File: src/rtl/key_press_detector.sv
// -----------------------------------------------------------------------------
// key_press_detector
//
// Front-end for the two active-low push buttons of the watch/stopwatch top
// level. Each raw pin is synchronised, debounced and classified into
// single-cycle events: short press, long press, and a chord when both keys
// are held together. All outputs come straight from flops.
//
// Parameters
//   DEBOUNCE_CYC  stable cycles needed before a level change is accepted
//   LONG_CYC      debounced hold cycles that turn a press into a long press
//
// Ports
//   clk            in   system clock
//   rst_n          in   synchronous reset, active-low
//   i_key_1_n      in   raw key 1, asynchronous, 0 = pressed
//   i_key_2_n      in   raw key 2, asynchronous, 0 = pressed
//   o_key_1        out  debounced level of key 1, 1 = pressed
//   o_key_2        out  debounced level of key 2, 1 = pressed
//   o_key_1_short  out  pulse: key 1 released before LONG_CYC, no chord
//   o_key_1_long   out  pulse: key 1 held LONG_CYC cycles, no chord
//   o_key_2_short  out  pulse: key 2 released before LONG_CYC, no chord
//   o_key_2_long   out  pulse: key 2 held LONG_CYC cycles, no chord
//   o_chord        out  pulse: both debounced levels became 1 together
// -----------------------------------------------------------------------------
module key_press_detector #(
    parameter int unsigned DEBOUNCE_CYC = 1_000_000,
    parameter int unsigned LONG_CYC     = 50_000_000
) (
    input  logic clk,
    input  logic rst_n,
    input  logic i_key_1_n,
    input  logic i_key_2_n,
    output logic o_key_1,
    output logic o_key_2,
    output logic o_key_1_short,
    output logic o_key_1_long,
    output logic o_key_2_short,
    output logic o_key_2_long,
    output logic o_chord
);

    localparam int unsigned NKEYS  = 2;
    localparam int unsigned DB_W   = $clog2(DEBOUNCE_CYC);
    localparam int unsigned HOLD_W = $clog2(LONG_CYC);

    // Debounce counter terminal value; key toggles when it is reached.
    localparam logic [DB_W-1:0]   DB_LAST   = DB_W'(DEBOUNCE_CYC - 1);
    // Hold count one short of the terminal value: the next increment would
    // reach LONG_CYC-1, so the long pulse is registered in that same cycle.
    localparam logic [HOLD_W-1:0] HOLD_PRE  = HOLD_W'(LONG_CYC - 2);
    localparam logic [HOLD_W-1:0] HOLD_LAST = HOLD_W'(LONG_CYC - 1);

    // Parameter sanity check at elaboration.
    if (DEBOUNCE_CYC < 2 || LONG_CYC < 2) begin : g_param_check
        $error("key_press_detector: DEBOUNCE_CYC and LONG_CYC must both be >= 2");
    end

    typedef enum logic [1:0] {
        ST_IDLE    = 2'd0,
        ST_PRESSED = 2'd1,
        ST_HELD    = 2'd2
    } state_t;

    logic [NKEYS-1:0] w_pin_n;
    logic [NKEYS-1:0] r_sync1;
    logic [NKEYS-1:0] r_sync2;
    logic [NKEYS-1:0] w_raw;
    logic [NKEYS-1:0] w_key;
    logic [NKEYS-1:0] w_short;
    logic [NKEYS-1:0] w_long;
    logic             w_both;
    logic             w_none;
    logic             r_chord_flag;
    logic             r_chord;

    assign w_pin_n = {i_key_2_n, i_key_1_n};

    // Two-flop synchroniser; reset value is the released (high) pin level.
    always_ff @(posedge clk) begin
        if (!rst_n) begin
            r_sync1 <= '1;
            r_sync2 <= '1;
        end else begin
            r_sync1 <= w_pin_n;
            r_sync2 <= r_sync1;
        end
    end

    assign w_raw = ~r_sync2;

    assign w_both = w_key[0] & w_key[1];
    assign w_none = ~(w_key[0] | w_key[1]);

    // Chord flag: set on the first cycle both keys are down, held until both
    // keys are up again. The pulse fires only on the setting cycle.
    always_ff @(posedge clk) begin
        if (!rst_n) begin
            r_chord_flag <= 1'b0;
            r_chord      <= 1'b0;
        end else begin
            r_chord <= w_both & ~r_chord_flag;
            if (w_none) begin
                r_chord_flag <= 1'b0;
            end else if (w_both) begin
                r_chord_flag <= 1'b1;
            end
        end
    end

    for (genvar k = 0; k < NKEYS; k++) begin : g_key
        logic [DB_W-1:0]   r_db_cnt;
        logic              r_key;
        state_t            r_state;
        state_t            w_state_nxt;
        logic [HOLD_W-1:0] r_hold;
        logic [HOLD_W-1:0] w_hold_nxt;
        logic              w_short_nxt;
        logic              w_long_nxt;
        logic              r_short;
        logic              r_long;

        // Debounce: count consecutive cycles the synchronised level disagrees
        // with the accepted level; any agreement restarts the count.
        always_ff @(posedge clk) begin
            if (!rst_n) begin
                r_db_cnt <= '0;
                r_key    <= 1'b0;
            end else if (w_raw[k] != r_key) begin
                if (r_db_cnt == DB_LAST) begin
                    r_key    <= ~r_key;
                    r_db_cnt <= '0;
                end else begin
                    r_db_cnt <= r_db_cnt + DB_W'(1);
                end
            end else begin
                r_db_cnt <= '0;
            end
        end

        // Press FSM state register.
        always_ff @(posedge clk) begin
            if (!rst_n) begin
                r_state <= ST_IDLE;
                r_hold  <= '0;
            end else begin
                r_state <= w_state_nxt;
                r_hold  <= w_hold_nxt;
            end
        end

        // Press FSM next state; the hold counter saturates at LONG_CYC-1.
        always_comb begin
            w_state_nxt = r_state;
            w_hold_nxt  = r_hold;
            case (r_state)
                ST_IDLE: begin
                    if (r_key) begin
                        w_state_nxt = ST_PRESSED;
                        w_hold_nxt  = '0;
                    end
                end
                ST_PRESSED: begin
                    if (!r_key) begin
                        w_state_nxt = ST_IDLE;
                    end else if (r_hold == HOLD_PRE) begin
                        w_state_nxt = ST_HELD;
                        w_hold_nxt  = HOLD_LAST;
                    end else begin
                        w_hold_nxt = r_hold + HOLD_W'(1);
                    end
                end
                ST_HELD: begin
                    if (!r_key) begin
                        w_state_nxt = ST_IDLE;
                    end
                end
                default: begin
                    w_state_nxt = ST_IDLE;
                end
            endcase
        end

        // Press FSM outputs: only PRESSED can classify, and a chord mutes it.
        always_comb begin
            w_short_nxt = 1'b0;
            w_long_nxt  = 1'b0;
            if (r_state == ST_PRESSED && !r_chord_flag) begin
                if (!r_key) begin
                    w_short_nxt = 1'b1;
                end else if (r_hold == HOLD_PRE) begin
                    w_long_nxt = 1'b1;
                end
            end
        end

        // Event pulse registers.
        always_ff @(posedge clk) begin
            if (!rst_n) begin
                r_short <= 1'b0;
                r_long  <= 1'b0;
            end else begin
                r_short <= w_short_nxt;
                r_long  <= w_long_nxt;
            end
        end

        assign w_key[k]   = r_key;
        assign w_short[k] = r_short;
        assign w_long[k]  = r_long;
    end

    assign o_key_1       = w_key[0];
    assign o_key_2       = w_key[1];
    assign o_key_1_short = w_short[0];
    assign o_key_1_long  = w_long[0];
    assign o_key_2_short = w_short[1];
    assign o_key_2_long  = w_long[1];
    assign o_chord       = r_chord;

endmodule

File: config.mk
export PLATFORM = sky130hd
export DESIGN_NAME = key_press_detector
export DESIGN_NICKNAME = d
export VERILOG_FILES = /design/src/rtl/key_press_detector.sv
export SDC_FILE = /design/constraint.sdc
export NUM_CORES = 1
export LEC_CHECK = 0
export ABC_CLOCK_PERIOD_IN_PS = 2250
export BUFFER_PORTS_ARGS = -buffer_cell sky130_fd_sc_hd__buf_4
export CORE_AREA = 2 2 117 119
export CTS_CLUSTER_SIZE = 25
export DETAILED_ROUTE_END_ITERATION = 8
export DIE_AREA = 0 0 119 121
export SLEW_MARGIN = 20
export SYNTH_ARGS = -nofsm -noshare
export SYNTH_HDL_FRONTEND = slang
export SYNTH_SLANG_ARGS = --single-unit
File: constraint.sdc
create_clock -name clk -period 2.25 [get_ports clk]
set_clock_uncertainty 0.15 [all_clocks]
set_input_delay 0.3375 -clock clk [delete_from_list [all_inputs] [get_ports clk]]
set_output_delay 0.3375 -clock clk [all_outputs]
set_load 0.02 [all_outputs]
==> Word-level counts from Yosys, hierarchy flattened <==
Index checks and enable logic that the tools add are counted.
{ "totals": {"ff_bits": 108, "inputBits": 4, "out_inout_bits": 7, "wordCells": 90} }
{ "op_classes": {"add_sub_neg": 4, "eq_ne": 18, "n_mux": 22, "bitwise": 10, "reduce_logical": 20} }
{ "ops": {"columns": ["operator", "n"], "rows": [
  ["2-to-1 mux 26 bit", 6],
  ["case mux 26 bit (2 select lines)", 2],
  ["adder 26 x 1 -> 26 bit, second input constant", 2],
  ["equality test 26 bit, second input constant", 2],
  ["adder 20 x 1 -> 20 bit, second input constant", 2],
  ["equality test 20 bit, second input constant", 2],
  ["AND reduction 3 bit", 6],
  ["2-to-1 mux 2 bit", 8],
  ["inequality test 2 bit, second input constant", 6],
  ["case mux 2 bit (3 select lines)", 2],
  ["AND reduction 2 bit", 5],
  ["inequality test 3 bit, second input constant", 2],
  ["inverter 1 bit", 6],
  ["OR reduction 3 bit", 2],
  ["equality test 2 x 1 -> 1 bit, second input constant", 2],
  ["equality test 2 bit, second input constant", 2],
  ["logical NOT 2 bit", 2],
  ["2-to-1 mux 1 bit", 4],
  ["nonzero test 2 bit", 2],
  ["AND 1 bit", 2],
  ["logical AND 1 bit", 2],
  ["inequality test 1 bit", 2],
  ["inverter 2 bit", 1],
  ["logical NOT 1 bit", 1],
  ["bitwise OR 1 bit", 1]
]} }

==> Logic depth before layout (Yosys ltp) <==
Gate-level depths: netlist of run 1.
{ "logic_depth": {"word_depth": 4, "depth_mapped": 9, "depth_no_buf": 7} }

==> Worst setup path after synthesis of run 1 <==
OpenSTA, ideal clock, no wires.
{ "synth_path": {"path_type": "reg-to-reg", "start": "reg g_key[1].r_hold[23]", "end": "reg g_key[1].r_hold[8]", "setup_ns": 0.128, "arrival_ns": 1.862, "required_ns": 1.972, "slack_ns": 0.110, "stages_incl_launch_ff": 8, "path_buffers": 2, "period_less_slack_ns": 2.140, "cell_sequence": "dfxtp_1 and2_4 or4b_4 or4_1 buf_2 buf_6 a31oi_1 a31oi_1"} }
{ "synth_between": {"elab_chain_cells": 4} }
{ "synth_lines": {"columns": ["element", "line", "rtl"], "rows": [
  ["start, declared", "116", "logic [HOLD_W-1:0] r_hold;"],
  ["start signal, assigned", "148", "r_hold <= w_hold_nxt;"],
  ["equality test 26 bit", "166", "end else if (r_hold == HOLD_PRE) begin"],
  ["2-to-1 mux 26 bit", "166", null],
  ["2-to-1 mux 26 bit", "164", "if (!r_key) begin"],
  ["case mux 26 bit (2 select lines)", "156", "case (r_state)"]
]} }
Every way passes these cells. The select of a mux whose other input is x is not followed.
A chain may end at the register's enable or synchronous reset.

==> Worst setup path after layout of run 1 <==
{ "layout_path": {"start": "reg g_key[1].r_hold[23]", "end": "reg g_key[1].r_hold[0]"} }
Same word-level chain as after synthesis.

==> flow_summary.json, run 1 <==
{
  "drt-initial-drc-count": 395,
  "postSynth.asyncResetShare_pct": 0,
  "swShare_pct": 21.8,
  "timing.slew.headroom_pct": 54.2,
  "worst_path_max_delay_cell": "or4_4",
  "setup.worst_path.end_class": "flip-flop",
  "dpl.hpwl_um": 8600,
  "grt_util_all_layers_pct": 17.9,
  "synth-main-ff-cell": "dfxtp_1",
  "ctsLongestPathBuffers": 2,
  "hold_buffers": 0,
  "insertedDiodeCount": 0,
  "synth-warning-count": 0,
  "fp.coreArea_mm2": 0.0131,
  "area_delta_synth_final_pct": 16.8,
  "rows": 42,
  "max_freq_mhz": 459,
  "timing.rr.end": "g_key[1].r_hold[0]",
  "timing.reg2reg.worst_path_depth": 6,
  "crit_end": "g_key[1].r_hold[0]",
  "crit_path_start_kind": "flip-flop",
  "antenna_found_initial": 0,
  "worst_ep_arrival_time_ns": 2.32,
  "ir_drop_mv": 0.369,
  "numPortBuffers": 10,
  "route.detailed.drc": 0,
  "firstDrtPassIters": 6,
  "drive_above_1_share_pct": 15.5,
  "post-route-min-period_ns": 2.18,
  "synth-adder-area-share_pct": 1.45,
  "combinational_family_with_the_most_area_after_synthesis": "simple AND/OR/NAND/NOR gates",
  "detail_route.vias_per_cell": 5.61,
  "drv.max_cap_violation_count": 0,
  "grt_start_max_net_pins": 21,
  "cts_tree": "yes",
  "cts_root_buf": "clkbuf_16",
  "fp.dieW_um": 119,
  "die_h_um": 121,
  "finalSetupViolCount": 0,
  "htree_levels": 3,
  "number_of_enable_flip_flop_cells_after_synthesis": 0,
  "design.final.nets": 668,
  "share_seq_of_total_power_pct": 54.6,
  "crit_path_max_incr_delay_ns": 0.52,
  "number_of_clock_buffers_inserted_by_tritoncts": 9,
  "critical_path_required_ns": 2.39,
  "global_route_wire_length_before_repair_um": 21100,
  "grt_remaining_overflow": 0,
  "detail_route.wl_per_cell_um": 14.9,
  "total_via_count_after_detailed_routing": 4707,
  "timing_worst_slew_pin_value_ns": 0.682,
  "synth-compound-area-share_pct": 13.4,
  "setup_tns_ns": 0,
  "power_frac_comb_pct": 1.6,
  "outcome": "finished, final reports clean",
  "postPlaceCellArea_mm2": 0.00572,
  "initial_utilization_pct": 39.6,
  "floorplan.io_pins": 11,
  "syn-instance-count": 620,
  "first_global_vias": 4517,
  "synth_simple_gate_area_share_pct": 31.6,
  "ff2ff_setup_slack_ns": 0.07,
  "switchingPower_uw": 764,
  "fillers": 1254,
  "muxShareOfSynthArea_pct": 0.217,
  "drt_wl_total_um": 12500,
  "worst_r2r_startpoint": "g_key[1].r_hold[23]",
  "path_class": "flip-flop to flip-flop",
  "post_synth_xor_area_fraction_pct": 7.77,
  "synth.net_count": 630,
  "power_density_mw_per_mm2": 579,
  "postSynthRegisterBits": 108,
  "intPower_mw": 2.74,
  "syn-cell-area_mm2": 0.00518,
  "path_clk_slew_ns": 0.07,
  "hold_violations_final": 0,
  "pwr-share-clk_pct": 43.8,
  "worst_path_fanout_max": 9,
  "mean_post_synth_cell_area_um2": 8.36,
  "finalCritPeriodShare_pct": 96.9,
  "synth_cell_type_count": 58,
  "timing.hold.worst.class": "primary input to flip-flop",
  "postLayoutCellArea_mm2": 0.00606,
  "cts_sinks": 108,
  "final-max-slew-violation-count": 0,
  "dieArea_mm2": 0.0144,
  "crit_path_cell_trace": "and2_4, or4b_4, or4_4, buf_6, a21o_1, a21oi_2",
  "worst_setup_path_startpoint": "g_key[1].r_hold[23]",
  "insertion_delay_ns": 0.36,
  "yosysSeqAreaShare_pct": 41.7,
  "drtAntennaViolNets": 0,
  "cellLeakagePower_nw": 1.95,
  "finalWeightedCongestion": 0.895
}
## Yosys cell counts, types with 6 or more instances
library cell | n | area [um^2]
clkbuf_1 | 16 | 60.1
and4_1 | 6 | 52.6
nor4_1 | 16 | 100
nand3_1 | 50 | 250
a21oi_1 | 22 | 110
nor4b_1 | 6 | 52.6
buf_2 | 8 | 40.0
nand4_1 | 28 | 175
and3_1 | 10 | 62.6
xor2_1 | 28 | 245
nand2b_1 | 10 | 62.6
a31oi_1 | 17 | 106
nor3_1 | 13 | 65.1
a41oi_1 | 7 | 61.3
inv_1 | 19 | 71.3
a211oi_1 | 12 | 90.1
dfxtp_1 | 108 | 2160
or4_1 | 7 | 52.6
nand2_1 | 52 | 195
o21ai_0 | 17 | 85.1
xnor2_1 | 18 | 158
ha_1 | 6 | 75.1
nor2_1 | 78 | 293
## placed cells by master, fill, tap and decap left out, types with 4 or more instances in the layout
cell         n
nor4_1      14
buf_4       52
a21oi_1     22
xor2_1      28
ha_1         6
xnor2_1     18
and3_1      10
nand4_1     28
nor4b_1      4
and4_1       6
or4_1        5
dfxtp_1    107
inv_1       19
nor2b_1      4
nand2b_1    10
nand2_1     52
or3_1        5
a211oi_1    12
a31oi_1     17
clkbuf_16    9
a41oi_1      7
o221a_2      4
nor3_1      13
nor2_1      78
nand3_1     50
o21ai_0     17
o21ai_1      4
## final cells by class
cell class	instances	area [um^2]	share of cell area (%)
well taps	176	220	3.64
flip-flops and latches	108	2160	35.7
clock inverters	5	36.3	0.599
clock buffers	11	253	4.17
multi-input cells	465	2870	47.4
repair buffers	55	442	7.29
inverters	19	71.3	1.18
## layer usage
layer / wire (um) / up-vias / GRT usage (%)
li1: - / 2333 / -
met1: 5900 / 2237 / 23.1
met2: 5780 / 119 / 29.1
met3: 580 / 18 / 3.48
met4: 221 / 0 / 8.11
met5: 0 / - / 0
## critical path, delay by kind of cell, from the launching register on
family	cells	cell delay [ns]
and+or+nand+nor	3	1.16
DFF	1	0.35
AOI/OAI and AO/OA	2	0.29
buffers and inverters	1	0.16
## worst min path at each step
stage                           from         end  slack, ns  cells past startpoint
after global placement    r_sync1[1]  r_sync2[1]       0.24                      1
final                      i_key_1_n  r_sync1[0]       0.02                      2
after floorplan           r_sync1[0]  r_sync2[0]       0.24                      1
after global routing       i_key_1_n  r_sync1[0]       0.02                      2
after detailed placement  r_sync1[1]  r_sync2[1]       0.25                      1
after CTS                  i_key_1_n  r_sync1[0]       0.02                      2
## flip-flops by register name (all words and copies together) (netlist names), 2 cells and up
register / cells
r_sync1: 2
g_key.r_hold: 52
g_key.r_db_cnt: 40
r_sync2: 2
g_key.r_state: 4
## repair_timing
| item | CTS | global route |
|---|---|---|
| setup buffers | 0 | 0 |
| pin swaps | 0 | 1 |
| gates resized for setup | 2 | 8 |
| endpoints found under the setup margin | 2 | 56 |
## per-stage QoR
stage               power, mW  util (%)  hold WS [ns]  std cells  worst slack [ns]
finish                   3.51      46.3        0.0229        839            0.0698
global route             3.63      46.3        0.0231        839          -0.00443
CTS                      3.54      46.0        0.0187        839            0.0155
detailed placement       2.02      43.7         0.250        823            0.0184
global placement         2.01      43.7         0.242        823            0.0710
floorplan                1.99         -         0.236        620             0.110
## kinds of logic after synthesis
group / count (synthesis)
and+or+nand+nor: 308
DFF: 108
AOI/OAI and AO/OA: 104
buffers and inverters: 47
xor gates and xnor gates: 46
adders and majority gates: 6
muxes: 1
## power groups by stage
stage / sequential (mW) / combinational (mW) / clock (mW)
floorplan: 1.96 / 0.0317 / 0
CTS: 1.92 / 0.0551 / 1.57
finish: 1.92 / 0.0548 / 1.54
global placement: 1.96 / 0.0538 / 0
detailed placement: 1.96 / 0.0549 / 0
global route: 1.92 / 0.0595 / 1.66
No activity file was read; power rests on OpenSTA's default activity.
==> inputs of run 2 (changes only) <==
==> constraint.sdc (replaced) <==
create_clock -name clk -period 2.25 [get_ports clk]
set_clock_uncertainty 0.15 [all_clocks]
set_input_delay 0 -clock clk [delete_from_list [all_inputs] [get_ports clk]]
set_output_delay 0 -clock clk [all_outputs]
set_load 0.02 [all_outputs]
==> flow_summary.json, run 2 (synthesis gave the netlist of run 1 again) <==
{
  "outcome": "finished, final reports clean",
  "detail_route.vias_per_cell": 5.55,
  "largest_register_by_flop_count": "g_key.r_hold",
  "path_clk_slew_ns": 0.07,
  "finalCritPeriodShare_pct": 97.8,
  "global_route_wire_length_before_repair_um": 20700,
  "detail_route.wl_per_cell_um": 14.5,
  "setup_tns_ns": 0,
  "drv.max_cap_violation_count": 0,
  "hold_violations_final": 0,
  "post-route-min-period_ns": 2.20,
  "final-max-slew-violation-count": 0,
  "min_from": "r_sync1[1]",
  "postLayoutCellArea_mm2": 0.00612,
  "ir_drop_mv": 0.459,
  "layout_commonest_cell": "dfxtp_1",
  "dpl.hpwl_um": 8450,
  "swShare_pct": 20.8,
  "pwr-share-clk_pct": 44.4,
  "area_delta_synth_final_pct": 18.1,
  "worst_setup_path_startpoint": "g_key[1].r_hold[23]",
  "drt_wl_total_um": 12200,
  "share_seq_of_total_power_pct": 53.9,
  "design.final.nets": 673,
  "antenna_found_initial": 0,
  "rows": 42,
  "placement.setup.worst_slack_ns": 0.0235,
  "crit_path_start_kind": "flip-flop",
  "grt_start_max_net_pins": 21,
  "critical_path_required_ns": 2.38,
  "dieArea_mm2": 0.0144,
  "max_freq_mhz": 454,
  "power_frac_comb_pct": 1.7,
  "rsz0062_at_grt": "yes",
  "setup.worst_path.end_class": "flip-flop",
  "final_cell_mix": "dfxtp_1, nor2_1, nand2_1, buf_4, nand3_1",
  "power_density_mw_per_mm2": 581,
  "cellLeakagePower_nw": 1.98,
  "insertedDiodeCount": 0,
  "cts_root_buf": "clkbuf_16",
  "drtAntennaViolNets": 0,
  "path_class": "flip-flop to flip-flop",
  "firstDrtPassIters": 5,
  "cts_sinks": 108,
  "finalPower_mw": 3.56,
  "worst_path_fanout_max": 9,
  "htree_levels": 3,
  "insertion_delay_ns": 0.35,
  "die_h_um": 121,
  "timing.slew.headroom_pct": 52.4,
  "largest_reg_flops": 52,
  "post-route-worst-setup-slack_ns": 0.0496,
  "timing.hold.worst.class": "flip-flop to flip-flop",
  "initial_utilization_pct": 39.6,
  "drt-initial-drc-count": 405,
  "finalWeightedCongestion": 0.890,
  "drive_above_1_share_pct": 15.3,
  "finalSetupViolCount": 0,
  "first_global_vias": 4500,
  "final_core_utilization_pct": 46.8,
  "biggestRegsByFlops": "g_key.r_hold (52), g_key.r_db_cnt (40), g_key.r_state (4)",
  "postPlaceCellArea_mm2": 0.00571,
  "worst_ep_arrival_time_ns": 2.33,
  "switchingPower_uw": 740,
  "grt_remaining_overflow": 0,
  "cts_tree": "yes",
  "route.detailed.drc": 0,
  "total_via_count_after_detailed_routing": 4677,
  "fp.dieW_um": 119,
  "grt_util_all_layers_pct": 17.6,
  "intPower_mw": 2.82,
  "floorplan.io_pins": 11,
  "timing_worst_slew_pin_value_ns": 0.709,
  "worst_r2r_startpoint": "g_key[1].r_hold[23]",
  "number_of_clock_buffers_inserted_by_tritoncts": 9,
  "ctsLongestPathBuffers": 2,
  "fp.coreArea_mm2": 0.0131,
  "numPortBuffers": 10
}
-- run 2: cell type report --
| cell class | count | area, um^2 |
|---|---|---|
| fill | 1239 | 6960 |
| tap | 176 | 220 |
| multi-input combinational | 465 | 2880 |
| sequential | 108 | 2160 |
| timing repair buffer | 60 | 492 |
| clock inverter | 5 | 52.6 |
| inverter | 19 | 71.3 |
| clock buffer | 10 | 239 |
-- run 2: through the flow --
step,cells,hold slack [ns]
after CTS,842,0.269
after global routing,843,0.290
after global placement,822,0.0485
after floorplan,620,-0.0485
after detailed placement,822,0.0468
final,843,0.263
-- run 2: worst paths after layout --
kind	endpoint	slack, ns	cells past startpoint
min	r_sync2[1]	0.26	1
max	g_key[1].r_hold[0]	0.05	6
min reg2reg	r_sync2[1]	0.26	1
max reg2reg	g_key[1].r_hold[0]	0.05	6
-- run 2: critical path, cell delays in order, from the launching register on --
cell and delay [ns]:
dfxtp_2 0.35, and2_4 0.15, or4b_4 0.48, or4_4 0.51
buf_6 0.16, a21o_1 0.18, a21oi_2 0.14
-- run 2: metal layers --
metal	part of all wire, %	wire [um]	up-vias	track usage [%]
li1	-	-	2332	-
met4	2.7	334	0	9.23
met3	4.2	509	24	3.01
met5	0	0	-	0
met2	46	5590	111	28.8
met1	47	5780	2210	22.3
-- run 2: timing repair --
action,4_1_cts,5_1_grt
hold buffers,5,0
resized for setup,2,10
buffers inserted,0,1
endpoints found under the hold margin,15,0
setup endpoints to repair,2,56
pin swaps,0,2
-- run 2: power by group through the flow --
stage	clock (mW)	combinational [mW]	sequential, mW
after floorplan	0	0.0317	1.96
after global placement	0	0.0523	1.96
after detailed placement	0	0.0530	1.96
after CTS	1.63	0.0602	1.92
after global routing	1.70	0.0653	1.92
final	1.58	0.0599	1.92
==> inputs of run 3 (changes only) <==
--- a/config.mk
+++ b/config.mk
@@ -11,6 +11,7 @@
 export CTS_CLUSTER_SIZE = 25
 export DETAILED_ROUTE_END_ITERATION = 8
 export DIE_AREA = 0 0 119 121
+export MAX_ROUTING_LAYER = met4
 export SLEW_MARGIN = 20
 export SYNTH_ARGS = -nofsm -noshare
 export SYNTH_HDL_FRONTEND = slang
==> flow_summary.json, run 3 (synthesis gave the netlist of run 1 again) <==
{
  "first_global_vias": 4497,
  "timing.slew.headroom_pct": 52.2,
  "timing.reg2reg.worst_path_depth": 6,
  "setup.worst_path.end_class": "flip-flop",
  "fillers": 1239,
  "biggestRegsByFlops": "g_key.r_hold (52), g_key.r_db_cnt (40), g_key.r_state (4)",
  "fp.coreArea_mm2": 0.0131,
  "detail_route.wl_per_cell_um": 14.5,
  "worst_ep_arrival_time_ns": 2.33,
  "grt_remaining_overflow": 0,
  "power_density_mw_per_mm2": 581,
  "grt_start_max_net_pins": 21,
  "worst_hold_path.endpoint": "r_sync2[1]",
  "min_delay_path_depth": 1,
  "worst_setup_path_startpoint": "g_key[1].r_hold[23]",
  "critical_path_required_ns": 2.38,
  "cts_tree": "yes",
  "drv.max_cap_violation_count": 0,
  "finalCritPeriodShare_pct": 97.9,
  "fp.dieW_um": 119,
  "area_delta_synth_final_pct": 18.1,
  "number_of_clock_buffers_inserted_by_tritoncts": 9,
  "timing.rr.end": "g_key[1].r_hold[0]",
  "min_from": "r_sync1[1]",
  "timing.hold.worst.class": "flip-flop to flip-flop",
  "finalWeightedCongestion": 0.905,
  "insertion_delay_ns": 0.36,
  "die_h_um": 121,
  "dpl.hpwl_um": 8450,
  "outcome": "finished, final reports clean",
  "finalPower_mw": 3.56,
  "crit_path_start_kind": "flip-flop",
  "final_core_utilization_pct": 46.8,
  "rows": 42,
  "firstDrtPassIters": 6,
  "antenna_found_initial": 0,
  "layout_commonest_cell": "dfxtp_1",
  "htree_levels": 3,
  "finalSetupViolCount": 0,
  "ff2ff_setup_slack_ns": 0.05,
  "largest_reg_flops": 52,
  "ctsLongestPathBuffers": 2,
  "route.detailed.drc": 0,
  "cts_root_buf": "clkbuf_16",
  "drt_wl_total_um": 12200,
  "cts_sinks": 108,
  "design.final.nets": 673,
  "total_via_count_after_detailed_routing": 4700,
  "timing_worst_slew_pin_value_ns": 0.712,
  "floorplan.io_pins": 11,
  "dieArea_mm2": 0.0144,
  "largest_register_by_flop_count": "g_key.r_hold",
  "max_freq_mhz": 454,
  "drive_above_1_share_pct": 15.3,
  "initial_utilization_pct": 39.6,
  "worst_path_fanout_max": 9,
  "grt_util_all_layers_pct": 18.1,
  "hold_violations_final": 0,
  "path_clk_slew_ns": 0.07,
  "numPortBuffers": 10,
  "worst_r2r_startpoint": "g_key[1].r_hold[23]",
  "insertedDiodeCount": 0,
  "rsz0062_at_grt": "yes",
  "path_class": "flip-flop to flip-flop",
  "drt-initial-drc-count": 390,
  "detail_route.vias_per_cell": 5.58,
  "cellLeakagePower_nw": 1.98,
  "ir_drop_mv": 0.460,
  "final_cell_mix": "dfxtp_1, nor2_1, nand2_1, buf_4, nand3_1",
  "post-route-min-period_ns": 2.20,
  "global_route_wire_length_before_repair_um": 20700,
  "final-max-slew-violation-count": 0,
  "drtAntennaViolNets": 0
}
## run 3: cell type report
cell class / instances / area (um^2) / share of cell area [%]
Clock buffer: 10 / 239 / 3.90
Clock inverter: 5 / 52.6 / 0.858
Inverter: 19 / 71.3 / 1.16
Multi-Input combinational cell: 465 / 2880 / 47.1
Sequential cell: 108 / 2160 / 35.3
Tap cell: 176 / 220 / 3.60
Timing Repair Buffer: 60 / 492 / 8.03
## run 3: metrics by stage
step                instances  instance area (um^2)  setup TNS (ns)  setup slack [ns]  hold WS, ns
floorplan                 620                  5180               0             0.110      -0.0485
global placement          822                  5710               0            0.0733       0.0485
detailed placement        822                  5710               0            0.0235       0.0468
CTS                       842                  6060               0            0.0178        0.269
global route              843                  6120          -0.230           -0.0297        0.290
finish                    843                  6120               0            0.0480        0.263
## run 3: routing by layer
metal  track usage, %  share of wire [%]
met4             9.23                2.7
met2             28.8                 46
met1             22.3                 48
met3             3.01                3.9
met5                -                  0
## run 3: what timing repair did
| action | in CTS | in global routing |
|---|---|---|
| gates resized for setup | 2 | 10 |
| hold endpoints to repair | 15 | 0 |
| hold buffers | 5 | 0 |
| setup endpoints to repair | 2 | 56 |
| buffers inserted | 0 | 1 |
| pin swaps | 0 | 2 |
## run 3: power breakdown
part | internal (mW) | switching (mW)
Combinational | 0.0221 | 0.0377
Clock | 0.881 | 0.702
Sequential | 1.91 | 0.00218
## run 3: critical path, stage by stage (launching register included)
cell and delay [ns]:
dfxtp_2 0.35, and2_4 0.15, or4b_4 0.48, or4_4 0.51
buf_6 0.16, a21o_1 0.18, a21oi_2 0.14
## run 3: worst max path at each step
stage	slack, ns	to
2_1_floorplan	0.11	g_key[1].r_hold[8]
3_3_place_gp	0.07	g_key[1].r_hold[0]
3_5_place_dp	0.02	g_key[1].r_hold[0]
4_1_cts	0.02	g_key[1].r_hold[0]
5_1_grt	-0.03	g_key[0].r_hold[6]
6_report	0.05	g_key[1].r_hold[0]
